==> config.mk <==
export PLATFORM = sky130hd
export DESIGN_NAME = bin_window_scanner_flat
export DESIGN_NICKNAME = d
export VERILOG_FILES = /design/src/rtl/bin_window_scanner_pkg.sv /design/src/rtl/bin_window_scanner_if.sv /design/src/rtl/bin_window_acc.sv /design/src/rtl/bin_window_scanner.sv /design/src/flat_wrapper.sv
export SDC_FILE = /design/constraint.sdc
export NUM_CORES = 1
export LEC_CHECK = 0
export CAP_MARGIN = 20
export CELL_PAD_IN_SITES_DETAIL_PLACEMENT = 1
export CELL_PAD_IN_SITES_GLOBAL_PLACEMENT = 1
export CORE_UTILIZATION = 48
export CTS_CLUSTER_SIZE = 20
export DETAILED_ROUTE_END_ITERATION = 7
export GPL_ROUTABILITY_DRIVEN = 1
export PLACE_DENSITY_LB_ADDON = 0.1
export SYNTH_ARGS = -nofsm -noshare
export SYNTH_HDL_FRONTEND = slang
export SYNTH_SLANG_ARGS = --single-unit
==> constraint.sdc <==
create_clock -name clk -period 5 [get_ports clk]
set_input_delay 0.75 -clock clk [delete_from_list [all_inputs] [get_ports clk]]
set_output_delay 0.75 -clock clk [all_outputs]
set_load 0.02 [all_outputs]
==> src/rtl/bin_window_scanner_pkg.sv <==
// Shared types and elaboration-time helpers for the binary window filters.
package bin_filter_pkg;

    typedef enum logic [1:0] {
        IDLE,
        ISSUE,
        DRAIN,
        FIN
    } scan_state_t;

    // Ceiling log2; returns 0 for values of 0 or 1.
    function automatic int clog2(input int value);
        int result;
        result = 0;
        for (int unsigned i = 0; i < 31; i++) begin
            if ((1 << i) < value) result = int'(i) + 1;
        end
        return result;
    endfunction

    function automatic int num_windows(input int img, input int win, input int step);
        return (img - win) / step + 1;
    endfunction

    function automatic int default_thresh(input int win);
        return (win * win) / 2;
    endfunction

endpackage

==> src/rtl/bin_window_scanner_if.sv <==
// Frame-memory read channel: address request handshake plus in-order pixel return.
interface bin_window_scanner_if #(
    parameter int ADDR_W = 8
);
    logic              addr_valid;
    logic              addr_ready;
    logic [ADDR_W-1:0] x_addr;
    logic [ADDR_W-1:0] y_addr;
    logic              pix_valid;
    logic              pix_in;

    modport master (
        output addr_valid, x_addr, y_addr,
        input  addr_ready, pix_valid, pix_in
    );

    modport slave (
        input  addr_valid, x_addr, y_addr,
        output addr_ready, pix_valid, pix_in
    );
endinterface

==> src/rtl/bin_window_acc.sv <==
// Return path: counts pixels per window, sums ones, thresholds, tracks result coordinates.
module bin_window_acc
    import bin_filter_pkg::*;
#(
    parameter int WIN_SIZE = 3,
    parameter int WIN_STEP = 1,
    parameter int ADDR_W   = 8,
    parameter int THRESH   = 4,
    parameter int CNT_W    = 16,
    parameter int LAST_WX  = 237
) (
    input  logic                   clk,
    input  logic                   reset,
    input  logic                   clear,
    input  logic                   pixTake,
    input  logic                   pixBit,
    output logic                   win_valid,
    output logic                   win_out,
    output logic [ADDR_W-1:0]      win_x,
    output logic [ADDR_W-1:0]      win_y,
`ifdef WIN_SUM_OUT_EN
    output logic [clog2(WIN_SIZE*WIN_SIZE+1)-1:0] win_sum,
`endif
    output logic [CNT_W-1:0]       active_count
);
    localparam int SUM_W    = clog2(WIN_SIZE * WIN_SIZE + 1);
    localparam int LAST_PIX = WIN_SIZE * WIN_SIZE - 1;

    logic [SUM_W-1:0]  pixCnt;
    logic [SUM_W-1:0]  ones;
    logic [SUM_W-1:0]  sumNow;
    logic              hit;
    logic [ADDR_W-1:0] rxWx;
    logic [ADDR_W-1:0] rxWy;

    // The closing pixel of a window is folded into the sum in the same cycle.
    assign sumNow = ones + SUM_W'(pixBit);
    assign hit    = int'(sumNow) > THRESH;

    always_ff @(posedge clk) begin
        if (reset) begin
            pixCnt       <= '0;
            ones         <= '0;
            rxWx         <= '0;
            rxWy         <= '0;
            win_valid    <= 1'b0;
            win_out      <= 1'b0;
            win_x        <= '0;
            win_y        <= '0;
            active_count <= '0;
`ifdef WIN_SUM_OUT_EN
            win_sum      <= '0;
`endif
        end else begin
            win_valid <= 1'b0;
            if (clear) begin
                pixCnt       <= '0;
                ones         <= '0;
                rxWx         <= '0;
                rxWy         <= '0;
                active_count <= '0;
            end else if (pixTake) begin
                if (pixCnt == SUM_W'(LAST_PIX)) begin
                    pixCnt    <= '0;
                    ones      <= '0;
                    win_valid <= 1'b1;
                    win_out   <= hit;
                    win_x     <= rxWx;
                    win_y     <= rxWy;
`ifdef WIN_SUM_OUT_EN
                    win_sum   <= sumNow;
`endif
                    if (hit) active_count <= active_count + CNT_W'(1);
                    if (rxWx == ADDR_W'(LAST_WX)) begin
                        rxWx <= '0;
                        rxWy <= rxWy + ADDR_W'(WIN_STEP);
                    end else begin
                        rxWx <= rxWx + ADDR_W'(WIN_STEP);
                    end
                end else begin
                    pixCnt <= pixCnt + SUM_W'(1);
                    ones   <= sumNow;
                end
            end
        end
    end

endmodule

==> src/rtl/bin_window_scanner.sv <==
// Scans every WIN_SIZE x WIN_SIZE window of a binary frame and reports its majority bit.
// Optional macro WIN_SUM_OUT_EN adds the win_sum ones-count output.
module bin_window_scanner
    import bin_filter_pkg::*;
#(
    parameter int WIN_SIZE = 3,
    parameter int WIN_STEP = 1,
    parameter int IMG_W    = 240,
    parameter int IMG_H    = 180,
    parameter int ADDR_W   = 8,
    parameter int THRESH   = default_thresh(WIN_SIZE),
    parameter int CNT_W    = 16
) (
    input  logic                   clk,
    input  logic                   reset,
    input  logic                   start,
    output logic                   busy,
    bin_window_scanner_if.master   mem,
    output logic                   win_valid,
    output logic                   win_out,
    output logic [ADDR_W-1:0]      win_x,
    output logic [ADDR_W-1:0]      win_y,
    output logic [CNT_W-1:0]       active_count,
`ifdef WIN_SUM_OUT_EN
    output logic [clog2(WIN_SIZE*WIN_SIZE+1)-1:0] win_sum,
`endif
    output logic                   done
);
    localparam int NUM_WX    = num_windows(IMG_W, WIN_SIZE, WIN_STEP);
    localparam int NUM_WY    = num_windows(IMG_H, WIN_SIZE, WIN_STEP);
    localparam int LAST_WX   = (NUM_WX - 1) * WIN_STEP;
    localparam int LAST_WY   = (NUM_WY - 1) * WIN_STEP;
    localparam int TOTAL_PIX = NUM_WX * NUM_WY * WIN_SIZE * WIN_SIZE;
    localparam int OUT_W     = clog2(TOTAL_PIX + 1);

    scan_state_t       state;
    logic [ADDR_W-1:0] col, row, wx, wy;
    logic [ADDR_W-1:0] nCol, nRow, nWx, nWy;
    logic              lastCol, lastRow, lastWx, lastWy, lastAddr;
    logic              accept, take;
    logic [OUT_W-1:0]  pending;

    assign accept = mem.addr_valid && mem.addr_ready;
    assign take   = mem.pix_valid && (state == ISSUE || state == DRAIN);

    always_comb begin
        lastCol = col == ADDR_W'(WIN_SIZE - 1);
        lastRow = row == ADDR_W'(WIN_SIZE - 1);
        lastWx  = wx == ADDR_W'(LAST_WX);
        lastWy  = wy == ADDR_W'(LAST_WY);
        nCol    = col + ADDR_W'(1);
        nRow    = row;
        nWx     = wx;
        nWy     = wy;
        if (lastCol) begin
            nCol = '0;
            if (lastRow) begin
                nRow = '0;
                if (lastWx) begin
                    nWx = '0;
                    nWy = wy + ADDR_W'(WIN_STEP);
                end else begin
                    nWx = wx + ADDR_W'(WIN_STEP);
                end
            end else begin
                nRow = row + ADDR_W'(1);
            end
        end
        lastAddr = lastCol && lastRow && lastWx && lastWy;
    end

    // Issued-minus-received pixels; DRAIN ends once every accepted read has returned.
    always_ff @(posedge clk) begin
        if (reset || state == IDLE) begin
            pending <= '0;
        end else begin
            pending <= pending + OUT_W'(accept) - OUT_W'(take);
        end
    end

    always_ff @(posedge clk) begin
        if (reset) begin
            state          <= IDLE;
            busy           <= 1'b0;
            done           <= 1'b0;
            mem.addr_valid <= 1'b0;
            mem.x_addr     <= '0;
            mem.y_addr     <= '0;
            col            <= '0;
            row            <= '0;
            wx             <= '0;
            wy             <= '0;
        end else begin
            done <= 1'b0;
            case (state)
                IDLE: begin
                    if (start) begin
                        state          <= ISSUE;
                        busy           <= 1'b1;
                        mem.addr_valid <= 1'b1;
                        mem.x_addr     <= '0;
                        mem.y_addr     <= '0;
                        col            <= '0;
                        row            <= '0;
                        wx             <= '0;
                        wy             <= '0;
                    end
                end
                ISSUE: begin
                    if (accept) begin
                        col        <= nCol;
                        row        <= nRow;
                        wx         <= nWx;
                        wy         <= nWy;
                        mem.x_addr <= nWx + nCol;
                        mem.y_addr <= nWy + nRow;
                        if (lastAddr) begin
                            state          <= DRAIN;
                            mem.addr_valid <= 1'b0;
                        end
                    end
                end
                DRAIN: begin
                    if (pending == '0) begin
                        state <= FIN;
                        busy  <= 1'b0;
                        done  <= 1'b1;
                    end
                end
                FIN: begin
                    state <= IDLE;
                end
                default: state <= IDLE;
            endcase
        end
    end

    bin_window_acc #(
        .WIN_SIZE (WIN_SIZE),
        .WIN_STEP (WIN_STEP),
        .ADDR_W   (ADDR_W),
        .THRESH   (THRESH),
        .CNT_W    (CNT_W),
        .LAST_WX  (LAST_WX)
    ) u_acc (
        .clk          (clk),
        .reset        (reset),
        .clear        (state == IDLE && start),
        .pixTake      (take),
        .pixBit       (mem.pix_in),
        .win_valid    (win_valid),
        .win_out      (win_out),
        .win_x        (win_x),
        .win_y        (win_y),
`ifdef WIN_SUM_OUT_EN
        .win_sum      (win_sum),
`endif
        .active_count (active_count)
    );

endmodule

==> src/flat_wrapper.sv <==
// flat-port wrapper written by rule: the top's interface ports become plain ports
module bin_window_scanner_flat import bin_filter_pkg::*;
#(
    parameter int WIN_SIZE = 3,
    parameter int WIN_STEP = 1,
    parameter int IMG_W    = 240,
    parameter int IMG_H    = 180,
    parameter int ADDR_W   = 8,
    parameter int THRESH   = default_thresh(WIN_SIZE),
    parameter int CNT_W    = 16
)
  (clk, reset, start, busy, win_valid, win_out, win_x, win_y, active_count, done, mem_addr_valid, mem_x_addr, mem_y_addr, mem_addr_ready, mem_pix_valid, mem_pix_in);
  bin_window_scanner_if #(.ADDR_W(ADDR_W)) mem_i ();
  input  logic clk;
  input  logic reset;
  input  logic start;
  output logic busy;
  output logic win_valid;
  output logic win_out;
  output logic [ADDR_W-1:0] win_x;
  output logic [ADDR_W-1:0] win_y;
  output logic [CNT_W-1:0] active_count;
  output logic done;
  output wire logic [$bits(mem_i.addr_valid)-1:0] mem_addr_valid;
  output wire logic [$bits(mem_i.x_addr)-1:0] mem_x_addr;
  output wire logic [$bits(mem_i.y_addr)-1:0] mem_y_addr;
  input wire logic [$bits(mem_i.addr_ready)-1:0] mem_addr_ready;
  input wire logic [$bits(mem_i.pix_valid)-1:0] mem_pix_valid;
  input wire logic [$bits(mem_i.pix_in)-1:0] mem_pix_in;
  assign mem_addr_valid = mem_i.addr_valid;
  assign mem_x_addr = mem_i.x_addr;
  assign mem_y_addr = mem_i.y_addr;
  assign mem_i.addr_ready = mem_addr_ready;
  assign mem_i.pix_valid = mem_pix_valid;
  assign mem_i.pix_in = mem_pix_in;
  bin_window_scanner #(.WIN_SIZE(WIN_SIZE), .WIN_STEP(WIN_STEP), .IMG_W(IMG_W), .IMG_H(IMG_H), .ADDR_W(ADDR_W), .THRESH(THRESH), .CNT_W(CNT_W)) u_core (.clk(clk), .reset(reset), .start(start), .busy(busy), .mem(mem_i), .win_valid(win_valid), .win_out(win_out), .win_x(win_x), .win_y(win_y), .active_count(active_count), .done(done));
endmodule
==> summary.txt, run 1 <==
Run status
  • Status: finished clean

Hold path
  • WHS Endpoint: u_core.u_acc.win_y[4]
  • HP Class: flip-flop to flip-flop
  • Hold path depth: 2
  • Hold_sp: u_core.u_acc.win_y[4]

Worst setup path
  • Worst EP arrival: around 4500 ps
  • CP peak stage delay: ~700 ps
  • Req. time, crit path: roughly 5300 ps
  • CP endpoint kind: flip-flop
  • FF-to-FF path depth: 12
  • CP max stage cell: a2111oi_0
  • WS Path Type: flip-flop to flip-flop
  • Critical path launch point type: flip-flop
  • Crit Path Max Fanout: 13
  • FF-to-FF End: u_core.mem.y_addr[7]
  • Slack of the worst reg-to-reg path: 810 ps
  • Critical-path cell list: inv_1, ha_1, nor4b_4, nand4_1, nor2_1, a21oi_1, ha_1, a21oi_1, o21ai_0, a2111oi_0, nor3_1, a311o_1
  • Worst r2r src: u_core.col[0]

Place
  • Placer Congestion: approximately 0.91
  • I/O Buffers: 58
  • Placed cell area: 0.008278 sq mm
  • Post-DP HPWL: between 15 and 20 mm

Cells and area
  • Top Registers: u_core.pending x19, u_core.u_acc.active_count x16
  • Cell area after layout: approximately 0.009 sq mm
  • Largest register FFs: 19
  • Nets: approximately 1000
  • Diode count: 0
  • Share of cells above drive strength 1: 0.06809
  • Largest register by flop count: u_core.pending
  • Area grow syn2layout: 17.25%
  • Fillers: 1811

CTS
  • Worst skew pair latency: 430 ps
  • CTS tree: built
  • Post-CTS setup buffer count: 0
  • Clock-pin slew on the worst setup and hold paths: around 70 ps
  • Cts bufs inserted: 17
  • Post-cts hold buffer count: 0
  • Worst-case clock buffer depth: 2
  • CTS Root Cell: clkbuf_16
  • Sink Count: 130
  • CTS H-tree depth: 4
  • Resize count post-CTS: 0

Floorplan
  • Die Wd: ~130 microns
  • Std-Cell Rows: 45
  • Die height: between 100 and 150 microns
  • Core area: 0.01526 sq mm
  • Io pins: around 60
  • Initial core utilization: 0.4954
  • Die area: 0.01625 sq mm

Synthesis
  • Yosys top cell by area: dfxtp_1
  • Main synth FF type: dfxtp_1
  • Post-Syn Area: 0.007558 sq mm
  • Sequential area share after synthesis: 0.3443
  • Mapped Nets: roughly 1000
  • Asr flop ratio synth: 0
  • Synth Instances: just over 900
  • Seq cells post-synth: 130
  • Cells taking the most area after synthesis: dfxtp_1 (34%), ha_1 (9.8%), nor2_1 (5.7%), a21oi_1 (5.1%), nand2_1 (5.0%)
  • Post-synth top area share: 0.3443
  • Mapped Avg Cell Area: between 8 and 9 sq um
  • Yosys warns: 0
  • Synth cell types: between 70 and 80
  • Top-count cell post-synth: dfxtp_1
  • EDFF count, synth: 0
  • Most frequent cells after synthesis: dfxtp_1 (130), nor2_1 (115), nand2_1 (101), a21oi_1 (77), ha_1 (59)

Timing
  • Tmin final: between 4000 and 5000 ps
  • Tcrit/Tclk final: 0.8374
  • Setup violators final: 0
  • Max transition margin: 0.4353
  • Final Hold Fails: 0
  • Final Skew: approximately 13 ps
  • Slew Limit Fails: 0
  • Worst Tran Pin Value: 843.9 ps
  • Setup TNS: 0 ps
  • Unrepaired setup endpoints after global routing: no
  • Max Freq: 238.8 MHz

Routing
  • Via count of the routed design: between 6000 and 7000
  • DR WL met3: 607 microns
  • Wl on met1: 9.413 mm
  • Vias per cell: 5.774
  • Initial detailed-routing violation count: around 290
  • DR pass1 iterations: 5
  • Wirelength per Cell: approximately 18 microns
  • Number of remaining DRC errors: 0
  • Routed Antenna Nets: 0
  • DR WL met2: between 10 and 15 mm
  • Highest metal used: met4
  • Final WL: around 22 mm

GRT
  • Initial antenna violation count: 0
  • Largest net degree at the start of global routing: 74
  • Gr usage total: 0.2861
  • GRT overflow: 0
  • Vias in the first global route: ~7400
  • First-pass GRT wire length: approximately 37 mm

Power
  • PwrDens: between 500 and 600 mW/mm^2
  • Pleak: ~3.5 nW
  • Maximum vdd drop: ~470 uV

Run
  • Max Cap Viol: 0
## cells by family after synthesis
family                   share of synthesized area
AND/OR/NAND/NOR                             0.2475
AO/OA/AOI/OAI                               0.1776
flip-flops                                  0.3443
buffers and inverters                      0.04619
adder cells (fa/ha/maj)                     0.1056
XOR/XNOR                                   0.07068
multiplexers                              0.008111
## cell type report
class / instances / area [sq um] / share of cell area
multi-input cells: 710 / 4607 / 0.5198
flip-flops and latches: 130 / 2603 / 0.2937
repair buffers: 65 / 628.1 / 0.07087
clock buffers: 17 / 425.4 / 0.04800
well taps: 211 / 264.0 / 0.02979
inverters: 47 / 176.4 / 0.01991
clock inverters: 15 / 158.9 / 0.01793
## report_power, final
part | internal (W) | switching, W
registers | 0.00113 | 0.0000673
clock network | 0.000739 | 0.000521
logic | 0.000914 | 0.00134
total | 0.00278 | 0.00193
## worst max-delay path by stage
stage                  start              endpoint  slack, ps  cells after the start
3_5_place_dp   u_core.col[0]  u_core.mem.y_addr[7]        940                     12
3_3_place_gp   mem_pix_valid    u_core.pending[18]       1140                     12
2_1_floorplan  mem_pix_valid    u_core.pending[18]       1740                     12
5_1_grt        u_core.col[0]  u_core.mem.y_addr[7]        530                     12
6_report       u_core.col[0]  u_core.mem.y_addr[7]        810                     12
4_1_cts        u_core.col[0]  u_core.mem.y_addr[7]        870                     12
## through the flow
step	utilization	setup WS (ps)	power, W	hold WS [ps]	instances
final	0.5808	813.2	0.004709	457.5	1195
after global routing	0.5808	525.1	0.005015	480.7	1195
after CTS	0.5808	874.4	0.004720	460.3	1195
after detailed placement	0.5425	938.4	0.003423	451.1	1163
after global placement	0.5425	1136	0.003322	440.6	1163
after floorplan	-	1736	0.002909	435.6	927
## placed cells by master (no fill, tap or decap), types with 5 or more instances in the layout
cell / instances
xor2_1: 21
o21ai_0: 30
nand2_1: 101
and3_1: 12
clkdlybuf4s50_1: 57
a21o_1: 24
buf_4: 7
xnor2_1: 40
nor2_1: 115
nand3b_1: 6
a22oi_1: 21
and4_1: 7
a211o_1: 5
dfxtp_1: 130
nor3_1: 24
nand4_1: 13
clkbuf_16: 17
mux2i_1: 5
and2_1: 8
ha_1: 59
nor4_1: 6
or3_1: 15
a21oi_1: 77
inv_1: 47
nand3_1: 33
o21bai_1: 6
## critical path, delay by kind of cell (launching register included)
kind,cells,cell delay (ps)
buffers and inverters,1,80
AOI/OAI and AO/OA,5,1610
adders and majority gates,2,480
and+or+nand+nor,4,1540
DFF,1,380
## layer usage
layer,GRT usage,up-vias
met5,0,-
met4,0.1113,0
li1,-,3337
met1,0.3322,3383
met2,0.5201,132
met3,0.05067,48
No activity file was read; power rests on OpenSTA's default activity.
==> run 2: changes to the inputs <==
--- a/config.mk
+++ b/config.mk
@@ -8,7 +8,7 @@
 export CAP_MARGIN = 20
 export CELL_PAD_IN_SITES_DETAIL_PLACEMENT = 1
 export CELL_PAD_IN_SITES_GLOBAL_PLACEMENT = 1
-export CORE_UTILIZATION = 48
+export CORE_UTILIZATION = 40
 export CTS_CLUSTER_SIZE = 20
 export DETAILED_ROUTE_END_ITERATION = 7
 export GPL_ROUTABILITY_DRIVEN = 1
==> constraint.sdc (replaced) <==
create_clock -name clk -period 3.36 [get_ports clk]
set_input_delay 0.504 -clock clk [delete_from_list [all_inputs] [get_ports clk]]
set_output_delay 0.504 -clock clk [all_outputs]
set_load 0.02 [all_outputs]
==> run 2 against run 1 <==
  * Critical path depth rose by 2
  * Fmax rose by 31%
  * Core utilization fell by 6.7 points
  * Clock power rose by 70%
  * Hold slack got worse by 4.8 ps
  * Power rose by 57%
  * Clock-buffer cell count rose by 2
  * Non-clock buffer count rose by 41
  * Critical endpoint is now u_core.mem.x_addr[6]
==> summary.txt, run 2 (synthesis results as in run 1) <==
Run status
  • Status: finished clean

Cells and area
  • Fillers: 2147 (+19%)
  • Commonest cells after routing, fill and taps aside: dfxtp_1 (130), nor2_1 (114), nand2_1 (101)
  • Nets: 1080 (+3.9%)
  • Largest register FFs: 19 (unchanged)
  • Register Area: 0.002603 sq mm (unchanged)
  • Diode count: 0 (unchanged)
  • Largest register by flop count: u_core.pending
  • Share of cells above drive strength 1: 0.1113 (+0.04324)
  • Top Registers: u_core.pending x19, u_core.u_acc.active_count x16
  • Multi-input gate area: 0.004666 sq mm (+1.3%)
  • Most common cell after layout, fill and taps aside: dfxtp_1
  • Cell area after layout: 0.009379 sq mm (+5.8%)
  • Area grow syn2layout: 24.09%
  • Core Util, Final: 0.5134 (-0.06746)

Worst setup path
  • Crit Path Max Fanout: 13 (unchanged)
  • CP peak stage delay: 420 ps (-260 ps)
  • Cell repeated most along the worst path: a21o_1
  • CP max stage cell: fa_1
  • Worst EP arrival: 3570 ps (-930 ps)
  • CP endpoint kind: flip-flop
  • Critical path launch point type: flip-flop
  • Req. time, crit path: 3730 ps (-1590 ps)
  • CP Launch Point: u_core.row[0]
  • WS Path Type: flip-flop to flip-flop
  • Worst r2r src: u_core.row[0]
  • Critical-path cell list: inv_1, ha_1, nor4b_4, nand4_1, buf_6, a21o_1, ha_1, fa_1, a21o_1, a21o_1, a21o_1, a21o_1, nor4_1, a211o_1

GRT
  • Vias in the first global route: 6955 (-6.4%)
  • First-pass GRT wire length: 35.02 mm (-5.4%)
  • Initial antenna violation count: 0 (unchanged)
  • Largest net degree at the start of global routing: 46 (-38%)
  • GRT overflow: 0 (unchanged)
  • Gr usage total: 0.2242 (-0.06197)

Timing
  • Max transition margin: 0.5577 (+0.1224)
  • Slew Limit Fails: 0 (unchanged)
  • Worst Tran Pin Value: 662.7 ps (-181.1 ps)
  • Hold Worst Slack: 452.7 ps (-4.794 ps)
  • Unrepaired setup endpoints after global routing: yes
  • Max Freq: 312.8 MHz (+31%)
  • Tcrit/Tclk final: 0.9514 (+0.1140)
  • Tmin final: 3197 ps (-990.1 ps)
  • Final Hold Fails: 0 (unchanged)
  • Setup violators final: 0 (unchanged)
  • Final Skew: 11.54 ps (-1.686 ps)
  • PnR worst setup slack: 163.3 ps (-649.9 ps)

CTS
  • CTS H-tree depth: 4 (unchanged)
  • CTS tree: built
  • CTS Root Cell: clkbuf_16
  • Worst-case clock buffer depth: 2 (unchanged)
  • Clock-pin slew on the worst setup and hold paths: 60 ps (about the same)
  • Sink Count: 130 (unchanged)
  • Worst skew pair latency: 420 ps (about the same)
  • Cts bufs inserted: 17 (unchanged)

Routing
  • Wirelength per Cell: 16.75 microns (-9.1%)
  • DR pass1 iterations: 4 (-1)
  • Initial detailed-routing violation count: 243 (-16%)
  • Routed Antenna Nets: 0 (unchanged)
  • Via count of the routed design: 6886 (-0.20%)
  • Final WL: 20.98 mm (-4.7%)
  • Number of remaining DRC errors: 0 (unchanged)
  • Vias per cell: 5.496 (-4.8%)

Power
  • PwrDens: 786.9 mW/mm^2 (+48%)
  • Pleak: 3.727 nW (+7.9%)
  • Maximum vdd drop: 816.8 uV (+74%)

Place
  • Placed cell area: 0.008588 sq mm (+3.7%)
  • Post-DP HPWL: 15.07 mm (-1.3%)
  • Placer Congestion: 0.7879 (-14%)
  • I/O Buffers: 58 (unchanged)
  • Dpl ws: -31.14 ps (-969.5 ps)

Floorplan
  • Die Wd: 139.5 microns (+9.4%)
  • Die height: 139.5 microns (+9.4%)
  • Core area: 0.01827 sq mm (+20%)
  • Std-Cell Rows: 49 (+8.9%)
  • Initial core utilization: 0.4137 (-0.08166)
  • Io pins: 59 (unchanged)
  • Die area: 0.01945 sq mm (+20%)

Hold path
  • HP Class: flip-flop to flip-flop
  • Hold_sp: u_core.mem.y_addr[0]

Run
  • Max Cap Viol: 0 (unchanged)
## run 2: timing repair
| action | in CTS | in global routing |
|---|---|---|
| setup endpoints to repair | 2 | 7 |
| resized for setup | 1 | 14 |
| buffers inserted | 0 | 6 |
| pin swaps | 0 | 1 |
| hold buffers | 0 | 0 |
## run 2: layer usage
metal  GRT usage  part of all wire
met5           0                 0
met4     0.06257             0.015
met3     0.04267             0.020
met2      0.3941              0.49
met1      0.2777              0.47
## run 2: path summary, 6_finish.rpt
| path | slack, ps | cells past startpoint | to |
|---|---|---|---|
| min reg2reg | 450 | 2 | u_core.mem.y_addr[0] |
| max reg2reg | 160 | 14 | u_core.mem.x_addr[6] |
| max | 160 | 14 | u_core.mem.x_addr[6] |
| min | 450 | 2 | u_core.mem.y_addr[0] |
## run 2: layout make-up
cell class	count	share of cell area
Inverter	47	0.01881
Sequential cell	130	0.2775
Multi-Input combinational cell	710	0.4975
Tap cell	229	0.03055
Clock inverter	12	0.02428
Timing Repair Buffer	106	0.1042
Clock buffer	19	0.04723
## run 2: critical path: cells and delay by family, from the launching register on
family                     cells  cell delay [ps]
AOI/OAI and AO/OA              6             1120
DFF                            1              310
adders and majority gates      3              830
and+or+nand+nor                3              640
buffers and inverters          2              260
## run 2: per-stage QoR
step / instances / total power, W / setup TNS [ps]
after floorplan: 927 / 0.004329 / 0
after global placement: 1216 / 0.005156 / 0
after detailed placement: 1216 / 0.005219 / -31.14
after CTS: 1247 / 0.007395 / 0
after global routing: 1253 / 0.007906 / -129.7
final: 1253 / 0.007380 / 0
## run 2: power breakdown
part	total, W	internal (W)	switching [W]
combinational	0.00347	0.00150	0.00197
clock	0.00214	0.00141	0.000727
sequential	0.00177	0.00168	0.0000893
